==> config.mk <==
export PLATFORM = sky130hd
export DESIGN_NAME = servo_pwm_multi
export DESIGN_NICKNAME = d
export VERILOG_FILES = /design/src/rtl/servo_pwm_pkg.sv /design/src/rtl/servo_pwm_channel.sv /design/src/rtl/servo_pwm_multi.sv
export SDC_FILE = /design/constraint.sdc
export NUM_CORES = 1
export LEC_CHECK = 0
export CAP_MARGIN = 40
export CORE_MARGIN = 10
export CORE_UTILIZATION = 59
export DETAILED_ROUTE_END_ITERATION = 10
export PLACE_DENSITY = 0.84
export SETUP_SLACK_MARGIN = 0.2
export SKIP_LAST_GASP = 1
export SYNTH_ARGS = -nofsm -noshare
export SYNTH_HDL_FRONTEND = slang
export SYNTH_HIERARCHICAL = 1
export SYNTH_SLANG_ARGS = --single-unit
==> constraint.sdc <==
create_clock -name clk -period 8 [get_ports clk]
set_input_delay 1.2 -clock clk [delete_from_list [all_inputs] [get_ports clk]]
set_output_delay 1.2 -clock clk [all_outputs]
set_load 0.05 [all_outputs]
==> src/rtl/servo_pwm_pkg.sv <==
// servo_pwm_pkg: sizing helpers shared by the servo PWM block.
// Optional watchdog in the top is enabled by SERVO_PWM_FAILSAFE_EN.
package servo_pwm_pkg;

  function automatic int clog2(input int v);
    for (int r = 0; r < 32; r++) begin
      if ((longint'(1) << r) >= longint'(v)) return r;
    end
    return 32;
  endfunction

  function automatic int cnt_w(input int period);
    return (clog2(period) < 1) ? 1 : clog2(period);
  endfunction

  function automatic int ch_w(input int num_ch);
    return (clog2(num_ch) < 1) ? 1 : clog2(num_ch);
  endfunction

  function automatic bit width_ok(
    input int min_pulse,
    input int scale,
    input int pos_w,
    input int period
  );
    longint top;
    top = longint'(min_pulse)
        + ((longint'(1) << pos_w) - 1)
        * longint'(scale);
    return top < longint'(period);
  endfunction

endpackage

==> src/rtl/servo_pwm_channel.sv <==
// servo_pwm_channel: one servo slot -- target/current position,
// per-frame ramp, pulse width and registered pulse output.
module servo_pwm_channel
  import servo_pwm_pkg::*;
#(
  parameter int POS_W     = 8,
  parameter int CNT_W     = 18,
  parameter int MIN_PULSE = 10000,
  parameter int SCALE     = 39,
  parameter int STEP      = 4,
  parameter int RESET_POS = 128
) (
  input  logic             clk,
  input  logic             reset,
  input  logic             run,
  input  logic             boundary,
  input  logic [CNT_W-1:0] cnt_nxt,
  input  logic             wr_sel,
  input  logic [POS_W-1:0] wr_pos,
  input  logic             force_home,
  output logic             pwm,
  output logic             at_target
);

  localparam int STEP_SAT =
    (STEP >= (1 << POS_W)) ? (1 << POS_W) : STEP;
  localparam logic [POS_W:0] STEP_C =
    (POS_W+1)'(STEP_SAT);
  localparam logic [POS_W-1:0] HOME =
    POS_W'(RESET_POS);
  localparam logic [CNT_W-1:0] MIN_C =
    CNT_W'(MIN_PULSE);
  localparam logic [CNT_W-1:0] SCALE_C =
    CNT_W'(SCALE);

  logic [POS_W-1:0] tgt;
  logic [POS_W-1:0] cur;
  logic [POS_W-1:0] cur_nxt;
  logic [POS_W:0]   up;
  logic [POS_W:0]   dn;
  logic [CNT_W-1:0] width_nxt;

  // bounded step toward target, clamped so it never overshoots
  always_comb begin
    up      = {1'b0, tgt} - {1'b0, cur};
    dn      = {1'b0, cur} - {1'b0, tgt};
    cur_nxt = cur;
    if (boundary) begin
      unique case (1'b1)
        (tgt > cur):
          cur_nxt = (up > STEP_C)
                  ? cur + STEP_C[POS_W-1:0]
                  : tgt;
        (tgt < cur):
          cur_nxt = (dn > STEP_C)
                  ? cur - STEP_C[POS_W-1:0]
                  : tgt;
        default:
          cur_nxt = cur;
      endcase
    end
  end

  assign width_nxt = MIN_C
                   + CNT_W'(cur_nxt) * SCALE_C;

  assign at_target = (cur == tgt);

  // target register: host write beats failsafe homing
  always_ff @(posedge clk or posedge reset) begin
    if (reset) begin
      tgt <= HOME;
    end else if (wr_sel) begin
      tgt <= wr_pos;
    end else if (force_home) begin
      tgt <= HOME;
    end
  end

  // current position and pulse, both from next-state values
  always_ff @(posedge clk or posedge reset) begin
    if (reset) begin
      cur <= HOME;
      pwm <= 1'b0;
    end else begin
      cur <= cur_nxt;
      pwm <= run && (cnt_nxt < width_nxt);
    end
  end

endmodule

==> src/rtl/servo_pwm_multi.sv <==
// servo_pwm_multi: shared frame counter driving NUM_CH servo channels.
// Define SERVO_PWM_FAILSAFE_EN to add the write-silence watchdog.
module servo_pwm_multi
  import servo_pwm_pkg::*;
#(
  parameter int NUM_CH          = 4,
  parameter int POS_W           = 8,
  parameter int PERIOD          = 200000,
  parameter int MIN_PULSE       = 10000,
  parameter int SCALE           = 39,
  parameter int STEP            = 4,
  parameter int RESET_POS       = 128,
  parameter int FAILSAFE_FRAMES = 50,
  localparam int CNT_W = cnt_w(PERIOD),
  localparam int CH_W  = ch_w(NUM_CH)
) (
  input  logic              clk,
  input  logic              reset,
  input  logic              enable,
  input  logic              wr_en,
  input  logic [CH_W-1:0]   wr_ch,
  input  logic [POS_W-1:0]  wr_pos,
  output logic [NUM_CH-1:0] pwm_out,
  output logic              frame_start,
  output logic [NUM_CH-1:0] at_target,
  output logic              failsafe
);

  localparam logic [CNT_W-1:0] LAST =
    CNT_W'(PERIOD - 1);
  localparam logic [CH_W:0] NCH =
    (CH_W+1)'(NUM_CH);

  if (!width_ok(MIN_PULSE, SCALE, POS_W, PERIOD)
      || STEP < 1) begin : g_range_bad
    $error("servo_pwm_multi: bad pulse range/step");
  end

  logic [CNT_W-1:0]  cnt;
  logic [CNT_W-1:0]  cnt_nxt;
  logic              running;
  logic              boundary;
  logic              wr_valid;
  logic              force_home;
  logic [NUM_CH-1:0] wr_sel;

  // next frame position: fresh frame on (re)enable, wrap at end
  always_comb begin
    cnt_nxt  = cnt;
    boundary = 1'b0;
    if (enable) begin
      if (!running) begin
        cnt_nxt = '0;
      end else if (cnt == LAST) begin
        cnt_nxt  = '0;
        boundary = 1'b1;
      end else begin
        cnt_nxt = cnt + CNT_W'(1);
      end
    end
  end

  // frame counter, run tracker and registered frame marker
  always_ff @(posedge clk or posedge reset) begin
    if (reset) begin
      cnt         <= '0;
      running     <= 1'b0;
      frame_start <= 1'b0;
    end else begin
      cnt         <= cnt_nxt;
      running     <= enable;
      frame_start <= enable && (cnt_nxt == '0);
    end
  end

  assign wr_valid = wr_en && ({1'b0, wr_ch} < NCH);

`ifdef SERVO_PWM_FAILSAFE_EN
  localparam int WD_W = cnt_w(FAILSAFE_FRAMES + 1);
  localparam logic [WD_W-1:0] WD_TRIP =
    WD_W'(FAILSAFE_FRAMES - 1);
  localparam logic [WD_W-1:0] WD_MAX =
    WD_W'(FAILSAFE_FRAMES);

  logic [WD_W-1:0] wd;
  logic            fs;

  assign force_home = boundary && !wr_valid
                    && (wd == WD_TRIP);
  assign failsafe   = fs;

  // silence watchdog: writes rearm it, boundaries advance it
  always_ff @(posedge clk or posedge reset) begin
    if (reset) begin
      wd <= '0;
      fs <= 1'b0;
    end else if (wr_valid) begin
      wd <= '0;
      fs <= 1'b0;
    end else if (boundary) begin
      if (wd != WD_MAX) wd <= wd + WD_W'(1);
      if (force_home) fs <= 1'b1;
    end
  end
`else
  localparam int unused_ff = FAILSAFE_FRAMES;

  assign force_home = 1'b0;
  assign failsafe   = 1'b0;
`endif

  for (genvar i = 0; i < NUM_CH; i++) begin : g_ch
    assign wr_sel[i] = wr_valid
                     && (wr_ch == CH_W'(i));

    servo_pwm_channel #(
      .POS_W     (POS_W),
      .CNT_W     (CNT_W),
      .MIN_PULSE (MIN_PULSE),
      .SCALE     (SCALE),
      .STEP      (STEP),
      .RESET_POS (RESET_POS)
    ) u_ch (
      .clk        (clk),
      .reset      (reset),
      .run        (enable),
      .boundary   (boundary),
      .cnt_nxt    (cnt_nxt),
      .wr_sel     (wr_sel[i]),
      .wr_pos     (wr_pos),
      .force_home (force_home),
      .pwm        (pwm_out[i]),
      .at_target  (at_target[i])
    );
  end

endmodule

==> results of run 1 <==
## logic make-up after synthesis
group           after synthesis  share of synthesized area
flops                        88                      0.162
xor+xnor                     72                     0.0462
fa+ha+maj                   325                      0.331
compound gates              416                      0.215
buf+inv                     210                     0.0636
other cells                   1                   0.000275
mux                          27                     0.0208
simple gates                410                      0.161
## cells in the final DEF (no fill, tap or decap), types with 49 or more instances in the layout
master and n:
inv_1 150, fa_1 57, nor2_1 75, dfrtp_1 73, nand2_1 105, a21oi_1 75
ha_1 236, buf_4 77, xnor2_1 49, o21ai_0 60
## layout make-up
| class | instances | area (sq um) | area share |
|---|---|---|---|
| Clock inverter | 7 | 61.3 | 0.00398 |
| Sequential cell | 88 | 2220 | 0.144 |
| Timing Repair Buffer | 101 | 830 | 0.0538 |
| Clock buffer | 9 | 225 | 0.0146 |
| Inverter | 162 | 608 | 0.0395 |
| Multi-Input combinational cell | 1255 | 11100 | 0.721 |
| Tap cell | 285 | 357 | 0.0231 |
## how the worst max path moves through the flow
stage,start,endpoint,slack (ns),depth (start not counted)
3_5_place_dp,g_ch[0].u_ch/tgt[2]$_DFFE_PP0P_,g_ch[0].u_ch/pwm$_DFF_PP0_,-0.18,31
4_1_cts,g_ch[0].u_ch/tgt[5]$_DFFE_PP0P_,g_ch[0].u_ch/pwm$_DFF_PP0_,0.21,31
5_1_grt,g_ch[1].u_ch/cur[3]$_DFF_PP0_,g_ch[1].u_ch/pwm$_DFF_PP0_,0.007,30
2_1_floorplan,enable,g_ch[1].u_ch/pwm$_DFF_PP0_,0.21,29
6_report,g_ch[0].u_ch/cur[2]$_DFF_PP0_,g_ch[0].u_ch/pwm$_DFF_PP0_,0.35,31
3_3_place_gp,g_ch[0].u_ch/tgt[1]$_DFFE_PP0P_,g_ch[0].u_ch/pwm$_DFF_PP0_,0.17,32
## state kept, by name, indices dropped and copies added (netlist names)
name / flops
cnt: 18
frame_start: 1
g_ch.u_ch/pwm: 4
g_ch.u_ch/tgt: 32
g_ch.u_ch/cur: 32
running: 1
## what timing repair did
| item | in CTS | in global routing |
|---|---|---|
| buffers inserted | 3 | 21 |
| gates cloned | 0 | 0 |
| pin swaps | 6 | 33 |
| setup endpoints to repair | 4 | 4 |
| resized for setup | 25 | 105 |
| endpoints found under the hold margin | 0 | 0 |
## report_power, final
| part | total (mW) | leakage, nW | internal [mW] | switching [mW] |
|---|---|---|---|---|
| Sequential | 0.474 | 1.11 | 0.460 | 0.0148 |
| Combinational | 0.330 | 6.09 | 0.131 | 0.199 |
| Clock | 0.425 | 0.140 | 0.217 | 0.208 |
## critical path, delay by kind of cell (launching register included)
kind,cells,cell delay [ns]
fa+ha+maj,7,2.59
simple gates,7,1.58
xor+xnor,2,0.21
buf+inv,2,0.24
mux,1,0.21
compound gates,12,2.29
flops,1,0.40
## routing by layer
metal  vias up  part of all wire
li1       5720                 -
met1      5857              0.43
met2       513              0.47
met3       120             0.062
met4         0             0.039
met5         -                 0
## through the flow
stage / hold slack [ns] / instance area, sq um
final: 0.558 / 15400
after floorplan: 0.511 / 13700
after CTS: 0.558 / 14800
after global routing: 0.580 / 15400
after global placement: 0.534 / 14400
after detailed placement: 0.547 / 14400
==> flow_summary.json, run 1 <==
{
  "num_antenna_cells": 0,
  "tightestPinTransition_ns": 0.845,
  "gp_congestion": 0.966,
  "cts_root_buf": "clkbuf_16",
  "drt_wl_total_mm": 37.3,
  "cp_common_cell": "a21oi_2",
  "fin_ws_ns": 0.354,
  "port_buffers": 22,
  "reg2reg_from": "g_ch[0].u_ch/cur[2]$_DFF_PP0_",
  "required_ns": 8.26,
  "setup_viol": 0,
  "nNetsFinal": 1956,
  "leakage_nw": 7.34,
  "stdcell_count": 1907,
  "clk_pin_slew_ns": 0.08,
  "grt_pass1_vias": 12100,
  "syn_to_final_growth_pct": 12.9,
  "grt_setup_unrepaired": "false",
  "worst-setup-path-type": "register to register",
  "reg2reg_slack_ns": 0.35,
  "drtAntennaViolNets": 0,
  "drt_iter0_drc": 1183,
  "power_density_nw_per_um2": 79.8,
  "cts.sinks": 88,
  "die_x_microns": 172,
  "grt_util_met2": 0.401,
  "rr_worst_depth": 31,
  "critPathMaxStageDelay_ns": 0.57,
  "synth_cell_types": 114,
  "avgRoutedWirePerCell_microns": 19.5,
  "die_h_microns": 172,
  "use_met3": 0.0299,
  "clk_latency_ns": 0.36,
  "core_region_area_sq_um": 22700,
  "peakVddDrop_mv": 0.0940,
  "yosys.area.top_type": "ha_1",
  "grt_first_pass_wirelength_mm": 59.2,
  "cts_max_level": 3,
  "path_max_fanout": 13,
  "outcome": "finished clean",
  "hp-start": "g_ch[0].u_ch/tgt[7]$_DFFE_PP1P_",
  "synth_common_cells": "ha_1, inv_1, nand2_1, a21oi_1",
  "synth-seq-cells": 88,
  "synth_top_area_share": 0.243,
  "drt-vias-per-instance": 6.40,
  "slew_headroom": 0.436,
  "n_fill_cell": 1670,
  "clk_path_buf_depth": 2,
  "hold_viol": 0,
  "setup-tns-final_ns": 0,
  "syn_area_per_cell_sq_um": 8.81,
  "met1_usage": 0.318,
  "worstPathArrival_ns": 7.90,
  "maxCapViolCount": 0,
  "hold_buffers": 0,
  "synth-async-reset-ratio": 1.00,
  "dp_cells": 1867,
  "whs_path_depth": 2,
  "grt.overflow.total": 0,
  "drive_gt1_frac": 0.167,
  "ys.flop_type": "dfrtp_1",
  "finalCriticalPeriod_ns": 7.65,
  "rows": 55,
  "clock_skew_ns": 0.0107,
  "yosys_warnings": 6,
  "min_to": "g_ch[0].u_ch/tgt[7]$_DFFE_PP1P_",
  "startpoint_type": "register",
  "timing.fmax_ghz": 0.131,
  "hpwl_mm": 28.0,
  "dr.pass1.iters": 6,
  "synth_cells": 1549,
  "total_power_mw": 1.23,
  "crit_slowest_cell": "fa_2",
  "start_util": 0.601,
  "drc": 0,
  "cp-end-kind": "register",
  "antenna_found_initial": 0,
  "r2r_end": "g_ch[0].u_ch/pwm$_DFF_PP0_",
  "syn_area_sq_um": 13600,
  "dieArea_sq_um": 29600,
  "synth_edf_count": 0,
  "cts_tree": "done",
  "netlist_top_cells_area": "ha_1, dfrtp_1, fa_1",
  "dp_slack_ns": -0.177,
  "cts_inserted_buffers": 9,
  "vias": 12200,
  "synth.most_common_cell": "ha_1",
  "final.period_utilization": 0.956,
  "grt-busiest-layer": "met2",
  "final_util": 0.678,
  "timing.final.max_slew_violations": 0,
  "grtUsageTotal": 0.244,
  "ioPinCount": 24,
  "grt_max_degree": 25,
  "min_path_type": "register to register",
  "synth_seq_area_share": 0.162
}
No activity file was read; power rests on OpenSTA's default activity.
==> inputs of run 2 (changes only) <==
--- a/config.mk
+++ b/config.mk
@@ -6,9 +6,10 @@
 export NUM_CORES = 1
 export LEC_CHECK = 0
-export CAP_MARGIN = 40
+export CAP_MARGIN = 20
 export CORE_MARGIN = 10
 export CORE_UTILIZATION = 59
 export DETAILED_ROUTE_END_ITERATION = 10
 export PLACE_DENSITY = 0.84
+export RECOVER_POWER = 100
 export SETUP_SLACK_MARGIN = 0.2
 export SKIP_LAST_GASP = 1
==> constraint.sdc (replaced) <==
create_clock -name clk -period 8 [get_ports clk]
set_input_delay 1.2 -clock clk [delete_from_list [all_inputs] [get_ports clk]]
set_output_delay 1.2 -clock clk [all_outputs]
set_load 0.1 [all_outputs]
==> run 2 against run 1 <==
The flow now finishes with violations (max-capacitance violations, max-slew violations); highest routed layer is now met5; die area stayed put; sequential power hardly changed; clock-buffer cell count increased by 2; cell count increased by 0.89%; worst hold slack better by 0.016 ns; routed wire length up 1.6%.
==> flow_summary.json, run 2 (synthesis results as in run 1) <==
{
  "outcome": "finished, violations left",
  "violations": "max-capacitance violations, max-slew violations",
  "clk_path_buf_depth": 2,
  "final_common_cell": "ha_1",
  "grt_max_degree": 21,
  "total_power_mw": 1.31,
  "critPathMaxStageDelay_ns": 0.58,
  "clk_pin_slew_ns": 0.07,
  "num_antenna_cells": 0,
  "grt.overflow.total": 0,
  "crit_slowest_cell": "dlygate4sd3_1",
  "drive_gt1_frac": 0.171,
  "stdcell_area_sq_um": 15600,
  "dp_slack_ns": -0.0925,
  "hold_viol": 0,
  "grt-busiest-layer": "met2",
  "clk_latency_ns": 0.35,
  "finalCriticalPeriod_ns": 7.64,
  "grt_util_met2": 0.424,
  "cp_common_cell": "ha_1",
  "die_x_microns": 172,
  "use_met3": 0.0353,
  "setup-tns-final_ns": 0,
  "startpoint_type": "input port",
  "dr.pass1.iters": 7,
  "grtUsageTotal": 0.250,
  "rows": 55,
  "gp_congestion": 0.948,
  "grt_setup_unrepaired": "true",
  "placed_cell_area_sq_um": 14400,
  "final.period_utilization": 0.955,
  "fin_ws_ns": 0.359,
  "peakVddDrop_mv": 0.105,
  "syn_to_final_growth_pct": 14.4,
  "worst-setup-path-type": "input port to register",
  "setup_viol": 0,
  "port_buffers": 22,
  "power_density_nw_per_um2": 83.6,
  "antenna_found_initial": 1,
  "drtAntennaViolNets": 0,
  "dieArea_sq_um": 29600,
  "tightestPinTransition_ns": 1.87,
  "maxCapViolCount": 1,
  "die_h_microns": 172,
  "timing.fmax_ghz": 0.131,
  "timing.final.max_slew_violations": 17,
  "avgRoutedWirePerCell_microns": 19.7,
  "drt_wl_total_mm": 37.9,
  "leakage_nw": 7.47,
  "min_path_type": "register to register",
  "drc": 0,
  "vias": 12300,
  "cts_tree": "done",
  "met1_usage": 0.315,
  "cts_inserted_buffers": 9,
  "hpwl_mm": 28.8,
  "drt-vias-per-instance": 6.38,
  "clock_skew_ns": 0.0105,
  "cts_max_level": 3,
  "required_ns": 8.23,
  "cts.sinks": 88,
  "nNetsFinal": 1973,
  "final_cell_mix": "ha_1, inv_1, nand2_1, buf_4, dfrtp_1",
  "grt_first_pass_wirelength_mm": 60.0,
  "core_region_area_sq_um": 22700,
  "slew_headroom": -0.251,
  "top_regs": "g_ch.u_ch/cur x32, g_ch.u_ch/tgt x32, cnt x18",
  "path_max_fanout": 7,
  "drt_iter0_drc": 991,
  "grt_pass1_vias": 12100,
  "start_util": 0.601,
  "cp-end-kind": "register",
  "hold-worst-slack_ns": 0.574,
  "worstPathArrival_ns": 7.87,
  "ioPinCount": 24,
  "cts_root_buf": "clkbuf_16"
}
[run 2: path summary, 6_finish.rpt]
kind                                                 startpoint                         endpoint  slack, ns  cells after the start
min in group asynchronous                                 reset  g_ch[1].u_ch/tgt[0]$_DFFE_PP0P_       1.58                      2
worst max register to register  g_ch[2].u_ch/tgt[6]$_DFFE_PP0P_       g_ch[2].u_ch/pwm$_DFF_PP0_       0.36                     34
worst min-delay path            g_ch[3].u_ch/tgt[7]$_DFFE_PP1P_  g_ch[3].u_ch/tgt[7]$_DFFE_PP1P_       0.57                      2
max in group asynchronous                                 reset    g_ch[2].u_ch/cur[2]$_DFF_PP0_       5.87                      2
worst min register to register  g_ch[3].u_ch/tgt[7]$_DFFE_PP1P_  g_ch[3].u_ch/tgt[7]$_DFFE_PP1P_       0.57                      2
worst max-delay path                                     enable       g_ch[1].u_ch/pwm$_DFF_PP0_       0.36                     31
[run 2: area by class of cell]
cell class	instances	area (sq um)
multi-input combinational	1256	11200
clock inverter	5	78.8
sequential	88	2220
tap	285	357
fill	1730	7100
inverter	162	612
timing repair buffer	117	922
clock buffer	11	253
[run 2: through the flow]
stage / util / cells
2_1_floorplan: - / 1553
3_3_place_gp: 0.634 / 1866
3_5_place_dp: 0.634 / 1866
4_1_cts: 0.655 / 1888
5_1_grt: 0.688 / 1924
6_report: 0.688 / 1924
[run 2: repair_timing]
| action | in CTS | in global routing |
|---|---|---|
| hold buffers | 0 | 0 |
| buffers inserted | 5 | 36 |
| hold endpoints to repair | 0 | 0 |
| pin swaps | 7 | 39 |
| endpoints found under the setup margin | 4 | 4 |
| gates cloned | 1 | 0 |
| resized for setup | 26 | 116 |
[run 2: worst max-delay path: cells and delay by family]
kind | cells | cell delay, ns
AO/OA/AOI/OAI | 13 | 2.28
XOR/XNOR | 1 | 0.11
adder cells (fa/ha/maj) | 6 | 2.30
buffers and inverters | 4 | 0.98
AND/OR/NAND/NOR | 7 | 0.99
[run 2: layer usage]
layer  part of all wire  vias up
met5            0.00053        -
met4              0.036        2
met3              0.067      111
met2               0.48      470
met1               0.42     5947
li1                   -     5754
[run 2: power by group]
| group | switching (mW) | internal (mW) |
|---|---|---|
| Clock | 0.189 | 0.290 |
| Sequential | 0.0145 | 0.460 |
| Combinational | 0.219 | 0.132 |
